File: config.mk
export PLATFORM = sky130hd
export DESIGN_NAME = mult_div_unit
export DESIGN_NICKNAME = d
export VERILOG_FILES = /design/src/rtl/mult_div_unit.sv
export SDC_FILE = /design/constraint.sdc
export NUM_CORES = 1
export LEC_CHECK = 0
export BUFFER_PORTS_ARGS = -buffer_cell sky130_fd_sc_hd__buf_2
export CAP_MARGIN = 0
export CORE_ASPECT_RATIO = 0.6
export CORE_MARGIN = 1
export CORE_UTILIZATION = 35
export DETAILED_ROUTE_END_ITERATION = 6
export RECOVER_POWER = 100
export REMOVE_ABC_BUFFERS = 1
export SETUP_SLACK_MARGIN = 0.15
export SYNTH_ARGS = -nofsm -noshare
export SYNTH_HDL_FRONTEND = slang
export SYNTH_SLANG_ARGS = --single-unit
File: constraint.sdc
create_clock -name clock -period 11.8 [get_ports clock]
set_clock_uncertainty 0.2 [all_clocks]
set_input_delay 0 -clock clock [delete_from_list [all_inputs] [get_ports clock]]
set_output_delay 0 -clock clock [all_outputs]
set_load 0.05 [all_outputs]
File: src/rtl/mult_div_unit.sv
// Multi-cycle signed multiply (radix-2 Booth) and divide (restoring on magnitudes)
// engine producing the HI/LO words for the CPU's HI and LO registers.
module mult_div_unit #(
  parameter int WIDTH = 32
) (
  input  logic             clock,
  input  logic             reset,
  input  logic             start,
  input  logic             op,
  input  logic [WIDTH-1:0] src_a,
  input  logic [WIDTH-1:0] src_b,
  output logic             busy,
  output logic             done,
  output logic             div_zero,
  output logic [WIDTH-1:0] hi_out,
  output logic [WIDTH-1:0] lo_out,
  output logic [1:0]       state_dbg
);

  // Handshake: start is sampled only in IDLE at a rising edge; done is a
  // one-cycle pulse after which hi_out/lo_out stay stable until the next result.
  localparam int CW = (WIDTH > 1) ? $clog2(WIDTH) : 1;

  typedef enum logic [1:0] {
    S_IDLE  = 2'd0,
    S_RUN   = 2'd1,
    S_FIXUP = 2'd2,
    S_ZDIV  = 2'd3
  } state_t;

  state_t           state_q;
  logic [CW-1:0]    count_q;
  logic             op_q;
  logic [WIDTH:0]   acc_a_q;
  logic [WIDTH-1:0] acc_q_q;
  logic             qm1_q;
  logic [WIDTH:0]   m_q;
  logic             quo_neg_q;
  logic             rem_neg_q;
  logic             busy_q;
  logic             done_q;
  logic             div_zero_q;
  logic [WIDTH-1:0] hi_q;
  logic [WIDTH-1:0] lo_q;

  logic [WIDTH:0]   booth_sum;
  logic [WIDTH:0]   rem_shift;
  logic [WIDTH:0]   trial;
  logic [WIDTH:0]   acc_a_d;
  logic [WIDTH-1:0] acc_q_d;
  logic             qm1_d;
  logic [WIDTH-1:0] mag_a;
  logic [WIDTH-1:0] mag_b;

  // Two's-complement magnitudes; 0x80000000 maps to 2^31 as an unsigned value.
  assign mag_a = src_a[WIDTH-1] ? (~src_a + 1'b1) : src_a;
  assign mag_b = src_b[WIDTH-1] ? (~src_b + 1'b1) : src_b;

  always_comb begin
    booth_sum = acc_a_q;
    rem_shift = {acc_a_q[WIDTH-1:0], acc_q_q[WIDTH-1]};
    trial     = rem_shift - m_q;
    acc_a_d   = acc_a_q;
    acc_q_d   = acc_q_q;
    qm1_d     = qm1_q;
    if (!op_q) begin
      unique case ({acc_q_q[0], qm1_q})
        2'b01:   booth_sum = acc_a_q + m_q;
        2'b10:   booth_sum = acc_a_q - m_q;
        default: booth_sum = acc_a_q;
      endcase
      acc_a_d = {booth_sum[WIDTH], booth_sum[WIDTH:1]};
      acc_q_d = {booth_sum[0], acc_q_q[WIDTH-1:1]};
      qm1_d   = acc_q_q[0];
    end else begin
      // A negative trial keeps the shifted remainder (the restore step).
      acc_a_d = trial[WIDTH] ? {1'b0, rem_shift[WIDTH-1:0]} : {1'b0, trial[WIDTH-1:0]};
      acc_q_d = {acc_q_q[WIDTH-2:0], ~trial[WIDTH]};
    end
  end

  always_ff @(posedge clock or negedge reset) begin
    if (!reset) begin
      state_q    <= S_IDLE;
      count_q    <= '0;
      op_q       <= 1'b0;
      acc_a_q    <= '0;
      acc_q_q    <= '0;
      qm1_q      <= 1'b0;
      m_q        <= '0;
      quo_neg_q  <= 1'b0;
      rem_neg_q  <= 1'b0;
      busy_q     <= 1'b0;
      done_q     <= 1'b0;
      div_zero_q <= 1'b0;
      hi_q       <= '0;
      lo_q       <= '0;
    end else begin
      done_q <= 1'b0;
      unique case (state_q)
        S_IDLE: begin
          if (start) begin
            div_zero_q <= 1'b0;
            if (op && (src_b == '0)) begin
              state_q <= S_ZDIV;
            end else begin
              state_q   <= S_RUN;
              busy_q    <= 1'b1;
              count_q   <= '0;
              op_q      <= op;
              acc_a_q   <= '0;
              qm1_q     <= 1'b0;
              quo_neg_q <= src_a[WIDTH-1] ^ src_b[WIDTH-1];
              rem_neg_q <= src_a[WIDTH-1];
              if (!op) begin
                acc_q_q <= src_b;
                m_q     <= {src_a[WIDTH-1], src_a};
              end else begin
                acc_q_q <= mag_a;
                m_q     <= {1'b0, mag_b};
              end
            end
          end
        end
        S_RUN: begin
          acc_a_q <= acc_a_d;
          acc_q_q <= acc_q_d;
          qm1_q   <= qm1_d;
          count_q <= count_q + 1'b1;
          // busy falls with the final iteration so it covers exactly WIDTH cycles.
          if (count_q == CW'(WIDTH - 1)) begin
            state_q <= S_FIXUP;
            busy_q  <= 1'b0;
          end
        end
        S_FIXUP: begin
          if (!op_q) begin
            hi_q <= acc_a_q[WIDTH-1:0];
            lo_q <= acc_q_q;
          end else begin
            hi_q <= rem_neg_q ? ('0 - acc_a_q[WIDTH-1:0]) : acc_a_q[WIDTH-1:0];
            lo_q <= quo_neg_q ? ('0 - acc_q_q) : acc_q_q;
          end
          done_q  <= 1'b1;
          busy_q  <= 1'b0;
          state_q <= S_IDLE;
        end
        S_ZDIV: begin
          done_q     <= 1'b1;
          div_zero_q <= 1'b1;
          state_q    <= S_IDLE;
        end
        default: state_q <= S_IDLE;
      endcase
    end
  end

  assign busy      = busy_q;
  assign done      = done_q;
  assign div_zero  = div_zero_q;
  assign hi_out    = hi_q;
  assign lo_out    = lo_q;
  assign state_dbg = state_q;

endmodule
==> run_results.csv, run 1 <==
group,metric,value,unit
outcome,outcome,"finished, violations left",
outcome,violations,"capacitance limit, slew limit",
worst_setup_path,reg2regPathDepth,9,
place,gp_congestion,0.994,
sta,max-slew-margin-rel,-161,%
floorplanning,coreArea,42200,sq um
worst_hold_path,worstHoldStart,"op",
worst_setup_path,cp_max_fo,70,
clocking,cts_setup_buffers,0,
routing,vias_per_cell,5.56,
floorplanning,std_cell_rows,58,
grt,grt_pass1_wl,77400,um
layout,layout-drive-gt1-share,7.09,%
grt,grt_max_degree,88,
synth,synthFlopType,"dfrtp_1",
grt,antenna_found_initial,4,
synth,ys_ff_latch,176,
worst_hold_path,holdPathStages,2,
routing,wl,49100,um
place,dp_hpwl,36800,um
synth,synth_edf_count,0,
sta,fmax,136,MHz
worst_setup_path,path_delay_family,"buffers and inverters",
sta,tightest_slew,3.92,ns
grt,grt_pass1_vias,13800,
synth,synth_async_sr_flop_share,100,%
clocking,htree_num_levels,4,
sta,fin_setup_tns,0,ns
place,place_ws,6.50,ns
synth,yosysSeqAreaShare,29.1,%
worst_setup_path,max_stage_delay,1.82,ns
layout,utilization,41.8,%
synth,synth_most_common_cell,"nand2_1",
worst_setup_path,startpoint_type,"input pin",
floorplanning,die_h,163,um
sta,layout_min_cycle_time,7.34,ns
floorplanning,pin_count,137,
synth,synthCells,1969,
sta,hold_viol_final,0,
layout,stdcell_count,2705,
floorplanning,die-width,270,um
worst_setup_path,critPathRequiredTime,11.86,ns
clocking,clock_path_buffers,2,
worst_setup_path,crit_slowest_cell,"clkbuf_1",
sta,timing.final.crit_share,62.2,%
synth,yosys_warnings,0,
grt,overflow,0,
synth,avgSynthCellArea,7.68,sq um
pwr,total_power,5.63,mW
place,dp_cells,2567,
synth,synth_area_leader_cell,"dfrtp_1",
routing,drt_first_pass_iters,5,
synth,synth_area,15100,sq um
clocking,cts_tree,"done",
sta,final_max_slew_viol_count,541,
floorplanning,start_util,35.8,%
layout,area_delta_synth_final,16.9,%
clocking,clkSinkCount,176,
worst_setup_path,end_kind,"register",
worst_setup_path,path_cells,"dlygate4sd3_1 -> clkbuf_1 -> nor4_1 -> nand4_1 -> or4_1 -> o21ai_0 -> inv_1 -> nand2_2 -> clkbuf_1 -> o21ai_0 -> clkbuf_1 -> o211ai_1 -> o21ai_0",
sta,hold_slack,0.0533,ns
pwr,ir_drop,0.000142,V
worst_setup_path,worstSetupPathType,"input pin to register",
worst_hold_path,holdCritPathClass,"input pin to register",
layout,fillerInstances,4399,
synth,synthTopCellsByCount,"nand2_1, a21oi_1, nor2_1",
flow_run,maxCapViolations,9,
worst_setup_path,rr_startpoint,"state_dbg[1]$_DFFE_PN0P_",
layout,fin_area,17700,sq um
place,placed_area,16200,sq um
worst_hold_path,min_to,"op_q$_DFFE_PN0P_",
pwr,p_leak,7.46,nW
worst_setup_path,path_buf_inv,5,
worst_setup_path,reg2reg_to,"qm1_q$_DFFE_PN0P_",
routing,drt_iter0_drc,1345,
routing,ant_nets,0,
synth,synth.area.top_cells,"dfrtp_1, a21oi_1, o21ai_0",
sta,setup_viol,0,
pwr,power_density,319,nW/um^2
routing,wl_per_cell,18.1,um
routing,drc,0,
sta,rsz0062_at_grt,"no",
clocking,cts_inserted_buffers,17,
floorplanning,dieArea,44100,sq um
clocking,clk_latency,0.46,ns
synth,synth.distinct_cells,71,
layout,final_nets,2264,
sta,setup_ws,4.46,ns
grt,grt.total_usage,22.2,%
synth,yosys.area.top_type_share,29.1,%
place,io_buffers,136,
routing,vias,15000,
worst_setup_path,regToRegSetupSlack,5.74,ns
worst_setup_path,cp.arrival,7.40,ns
clocking,cts_root_buffer,"clkbuf_16",
clocking,cts.clk_slew.worst_paths,0.07,ns
-- worst max-delay path by stage --
stage,endpoint,startpoint,slack (ns),cells after the start
finish,acc_q_q[31]$_DFFE_PN0P_,src_b[5],4.46,13
global route,acc_a_q[31]$_DFFE_PN0P_,src_b[5],3.85,14
CTS,acc_a_q[25]$_DFFE_PN0P_,m_q[2]$_DFFE_PN0P_,6.43,14
detailed placement,acc_a_q[25]$_DFFE_PN0P_,m_q[2]$_DFFE_PN0P_,6.50,14
global placement,acc_a_q[25]$_DFFE_PN0P_,m_q[2]$_DFFE_PN0P_,6.59,14
floorplan,acc_a_q[25]$_DFFE_PN0P_,acc_q_q[0]$_DFFE_PN0P_,7.48,13
-- cell usage in the layout, fill, tap and decap left out, types with 16 or more instances in the layout --
cell type | Yosys | routed
o21ai_0 | 207 | 209
a211oi_1 | 16 | 16
mux2_2 | 20 | 20
nand2_1 | 221 | 220
xor2_1 | 100 | 99
dlygate4sd3_1 | 0 | 101
a21o_1 | 26 | 26
mux2i_1 | 35 | 35
dfrtp_1 | 176 | 175
clkbuf_1 | 103 | 80
a31oi_1 | 23 | 23
a21oi_1 | 217 | 217
ha_1 | 76 | 76
nand2b_1 | 17 | 17
buf_2 | 11 | 64
xnor2_1 | 106 | 105
nor3_1 | 37 | 35
o211ai_1 | 20 | 20
nor2_1 | 212 | 212
clkbuf_16 | 0 | 17
nand3_1 | 32 | 32
a22oi_1 | 18 | 18
nor4_1 | 25 | 25
inv_1 | 65 | 65
o31ai_1 | 22 | 22
-- cell type report --
| class | count | area, sq um | share of cell area [%] |
|---|---|---|---|
| Timing Repair Buffer | 258 | 1730 | 9.78 |
| Sequential cell | 176 | 4410 | 24.9 |
| Multi-Input combinational cell | 1599 | 9980 | 56.4 |
| Tap cell | 570 | 713 | 4.04 |
| Antenna cell | 4 | 10.0 | 0.0566 |
| Inverter | 66 | 248 | 1.40 |
| Clock inverter | 12 | 125 | 0.708 |
| Clock buffer | 20 | 467 | 2.64 |
-- worst reg2reg max path: stages, from the launching register on --
cell	delay [ns]
dfrtp_1	0.44
inv_1	0.10
ha_1	0.15
clkbuf_1	1.20
inv_1	0.20
clkbuf_1	0.91
o21ai_0	1.50
clkbuf_1	0.72
o21ai_0	0.23
a32o_1	0.30
-- cells by family (layout without fill, tap and decap cells) --
kind of cell	Yosys count	in the layout	share of synthesized area (%)
adders and majority gates	78	78	6.55
xor gates and xnor gates	206	206	11.9
and+or+nand+nor	624	624	18.4
muxes	55	55	3.81
other	0	4	0
DFF	176	176	29.1
buffers and inverters	194	356	5.08
AOI/OAI and AO/OA	636	636	25.1
-- routing by layer --
| metal | part of all wire, % | track usage [%] | vias to the layer above |
|---|---|---|---|
| met5 | 0 | 0 | - |
| met2 | 41 | 31.5 | 458 |
| li1 | - | - | 7319 |
| met1 | 51 | 34.3 | 7218 |
| met3 | 6.5 | 3.24 | 45 |
| met4 | 1.4 | 5.86 | 0 |
-- power breakdown --
group          switching (mW)  internal (mW)
Clock                   0.289          0.313
Sequential              0.321          0.880
Combinational            2.48           1.35
-- sequential cells by signal, summed over array words and instances (netlist names), 2 cells and up --
signal and count:
acc_a_q 33, m_q 33, acc_q_q 32, hi_out 32, lo_out 32, count_q 5, state_dbg 2
-- repair_timing --
action                    in CTS  in global routing
gates resized for setup        0                  0
hold buffers                 102                  0
hold endpoints to repair     123                  0
(Power assumes the default switching activity.)
==> run 2, diff against run 1 <==
- ABC_AREA: default -> 1
- clock period: 11.8 -> 6.3 ns (I/O delays scaled with it)
==> run 2 against run 1 <==
Net effect:
- the run ends with DRC, capacitance limit, slew limit left
- critical endpoint is now hi_out[25]$_DFFE_PN0P_
- routed wire length rose by 44%
- flip-flop and latch count stayed put
- final cell count increased by 35%
- sequential share of layout area shrank 2.8 points
==> run_results.csv, run 2 <==
group,metric,value,unit
worst_setup_path,end_kind,"register",
worst_setup_path,cp_max_fo,50,
floorplanning,die_h,174,um
worst_setup_path,worstSetupPathType,"register to register",
outcome,outcome,"finished, violations left",
worst_hold_path,holdPathStages,7,
floorplanning,pin_count,137,
layout,layout_common_cells,"nand2_1, inv_1, nor2_1, nand3_1, a21oi_1",
synth,synth_async_sr_flop_share,100,%
worst_setup_path,critPathRequiredTime,6.50,ns
floorplanning,start_util,35.8,%
synth,yosys.area.top_type_share,25.5,%
pwr,p_clk_share,11.0,%
grt,grt_pass1_vias,18100,
layout,ff_latch_area,4400,sq um
routing,drc,2,
layout,fin_area,19900,sq um
synth,synth.distinct_cells,56,
pwr,p_int,4.30,mW
pwr,p_switching,6.30,mW
synth,synth_most_common_cell,"nand2_1",
layout,top_regs,"acc_a_q: 33 flops, m_q: 33 flops",
layout,layout-drive-gt1-share,4.99,%
place,dp_cells,3530,
place,io_buffers,136,
clocking,cts_setup_buffers,0,
worst_setup_path,max_stage_delay,0.89,ns
layout,final_common_cell,"nand2_1",
sta,rsz0062_at_grt,"no",
place,gp_congestion,1.01,
layout,diodes,0,
grt,grt_pass1_wl,107000,um
layout,stdcell_count,3665,
clocking,clk_latency,0.47,ns
sta,fin_setup_tns,0,ns
routing,vias_per_cell,5.35,
layout,final_nets,3158,
floorplanning,coreArea,48300,sq um
clocking,cts.clk_slew.worst_paths,0.08,ns
pwr,comb_power_share,69.2,%
grt,grt_max_degree,69,
place,place_ws,2.11,ns
layout,area_delta_synth_final,15.6,%
layout,multi_input_area,10900,sq um
worst_hold_path,holdCritPathClass,"input pin to register",
pwr,p_sw_share,59.4,%
sta,timing.final.crit_share,79.9,%
synth,yosys_warnings,0,
worst_setup_path,path_cells,"buf_4 -> nand2_1 -> clkbuf_1 -> inv_1 -> clkbuf_1 -> nand2_1 -> nand2_1 -> nor2_1 -> o21ai_0 -> o21ai_0 -> nand3_1 -> nand2_1",
sta,final_max_slew_viol_count,269,
synth,synth_area_leader_cell,"dfrtp_1",
layout,fillerInstances,5291,
sta,setup_ws,1.26,ns
grt,grt.total_usage,27.9,%
worst_setup_path,crit_slowest_cell,"clkbuf_1",
synth,synthCells,2827,
sta,tightest_slew,3.80,ns
synth,yosysSeqAreaShare,25.5,%
place,dp_hpwl,55200,um
place,placed_area,18500,sq um
synth,ys_ff_latch,176,
routing,ant_nets,0,
routing,drt_first_pass_iters,7,
synth,synth.area.top_cells,"dfrtp_1, nand2_1, inv_1",
synth,synth_edf_count,0,
pwr,power_density,532,nW/um^2
sta,hold_viol_final,0,
sta,setup_viol,0,
synth,synth_area,17300,sq um
routing,drt_iter0_drc,2448,
clocking,clkSinkCount,176,
flow_run,maxCapViolations,5,
outcome,violations,"DRC, capacitance limit, slew limit",
grt,overflow,0,
floorplanning,std_cell_rows,62,
clocking,cts_inserted_buffers,17,
clocking,cts_root_buffer,"clkbuf_16",
pwr,p_leak,10.1,nW
pwr,ir_drop,0.000229,V
worst_setup_path,reg2regPathDepth,12,
floorplanning,die-width,289,um
worst_setup_path,critical_path.most_common_cell,"nand2_1",
worst_setup_path,startpoint_type,"register",
sta,fmax,199,MHz
synth,avgSynthCellArea,6.11,sq um
routing,vias,19600,
sta,max-slew-margin-rel,-153,%
clocking,htree_num_levels,4,
grt,antenna_found_initial,2,
routing,wl,70500,um
routing,wl_per_cell,19.2,um
worst_setup_path,cp.arrival,5.24,ns
pwr,pwr-share-seq,19.7,%
clocking,clock_path_buffers,2,
synth,synthFlopType,"dfrtp_1",
clocking,cts_tree,"done",
sta,layout_min_cycle_time,5.04,ns
floorplanning,dieArea,50200,sq um
synth,synthTopCellsByCount,"nand2_1, inv_1, nor2_1",
[run 2: changes by cell type after synthesis, sizes merged, moves of 20 or more]
cell | previous run | this run
nand2 | 222 | 888
inv | 66 | 382
nand3 | 32 | 210
xnor2 | 106 | 25
nor2 | 214 | 282
clkbuf | 103 | 62
mux2i | 35 | 0
a21o | 26 | 2
mux2 | 20 | 0
nor4 | 25 | 5
[run 2: area by class of cell]
type	instances	share of cell area, %
clock inverter	14	0.891
timing repair buffer	261	8.76
tap	640	4.01
clock buffer	18	2.15
inverter	384	7.23
multi-input combinational	2172	54.9
sequential	176	22.1
[run 2: kinds of logic after synthesis]
kind of cell / Yosys count / share of synthesized area (%)
simple gates: 1484 / 36.1
compound gates: 490 / 15.6
fa+ha+maj: 78 / 5.74
xor+xnor: 120 / 6.09
flops: 176 / 25.5
buf+inv: 479 / 10.9
[run 2: final timing paths]
check                                        from                      to  slack [ns]
setup / recovery                 op_q$_DFFE_PN0P_  hi_out[25]$_DFFE_PN0P_        1.26
hold / removal                           src_a[5]  acc_q_q[5]$_DFFE_PN0P_        0.04
setup reg to reg                 op_q$_DFFE_PN0P_  hi_out[25]$_DFFE_PN0P_        1.26
hold reg to reg            lo_out[30]$_DFFE_PN0P_  lo_out[30]$_DFFE_PN0P_        0.28
max in group asynchronous                   reset      m_q[4]$_DFFE_PN0P_        1.67
min in group asynchronous                   reset  hi_out[18]$_DFFE_PN0P_        1.78
[run 2: metrics by stage]
stage | hold WS, ns | utilization (%) | power, mW
6_report | 0.0410 | 41.3 | 10.6
5_1_grt | 0.0976 | 41.3 | 11.4
3_5_place_dp | -0.197 | 38.3 | 9.22
4_1_cts | 0.0138 | 41.7 | 10.5
2_1_floorplan | -0.496 | - | 6.94
3_3_place_gp | -0.207 | 38.3 | 9.19
[run 2: routing by layer]
metal	part of all wire [%]	wire [um]	global-route usage (%)	up-vias
li1	-	-	-	9474
met1	50	35300	45.0	9165
met2	37	26500	36.1	892
met3	11	7990	6.93	72
met4	1.1	746	5.09	2
met5	0.074	52	0	-
[run 2: worst max-delay path, delay by kind of cell, from the launching register on]
family | cells | cell delay [ns]
buffers and inverters | 4 | 1.95
AOI/OAI and AO/OA | 2 | 0.63
DFF | 1 | 0.36
and+or+nand+nor | 6 | 1.79
[run 2: power groups by stage]
stage	logic, mW	registers [mW]	clock network, mW
after global routing	8.05	2.15	1.24
after floorplan	4.32	2.62	0
after global placement	7.11	2.08	0
after detailed placement	7.13	2.09	0
final	7.34	2.09	1.17
after CTS	7.27	2.07	1.19
[run 2: timing repair]
action                                 4_1_cts  5_1_grt
resized for setup                            0        0
endpoints found under the hold margin      121        0
hold buffers                               103        0
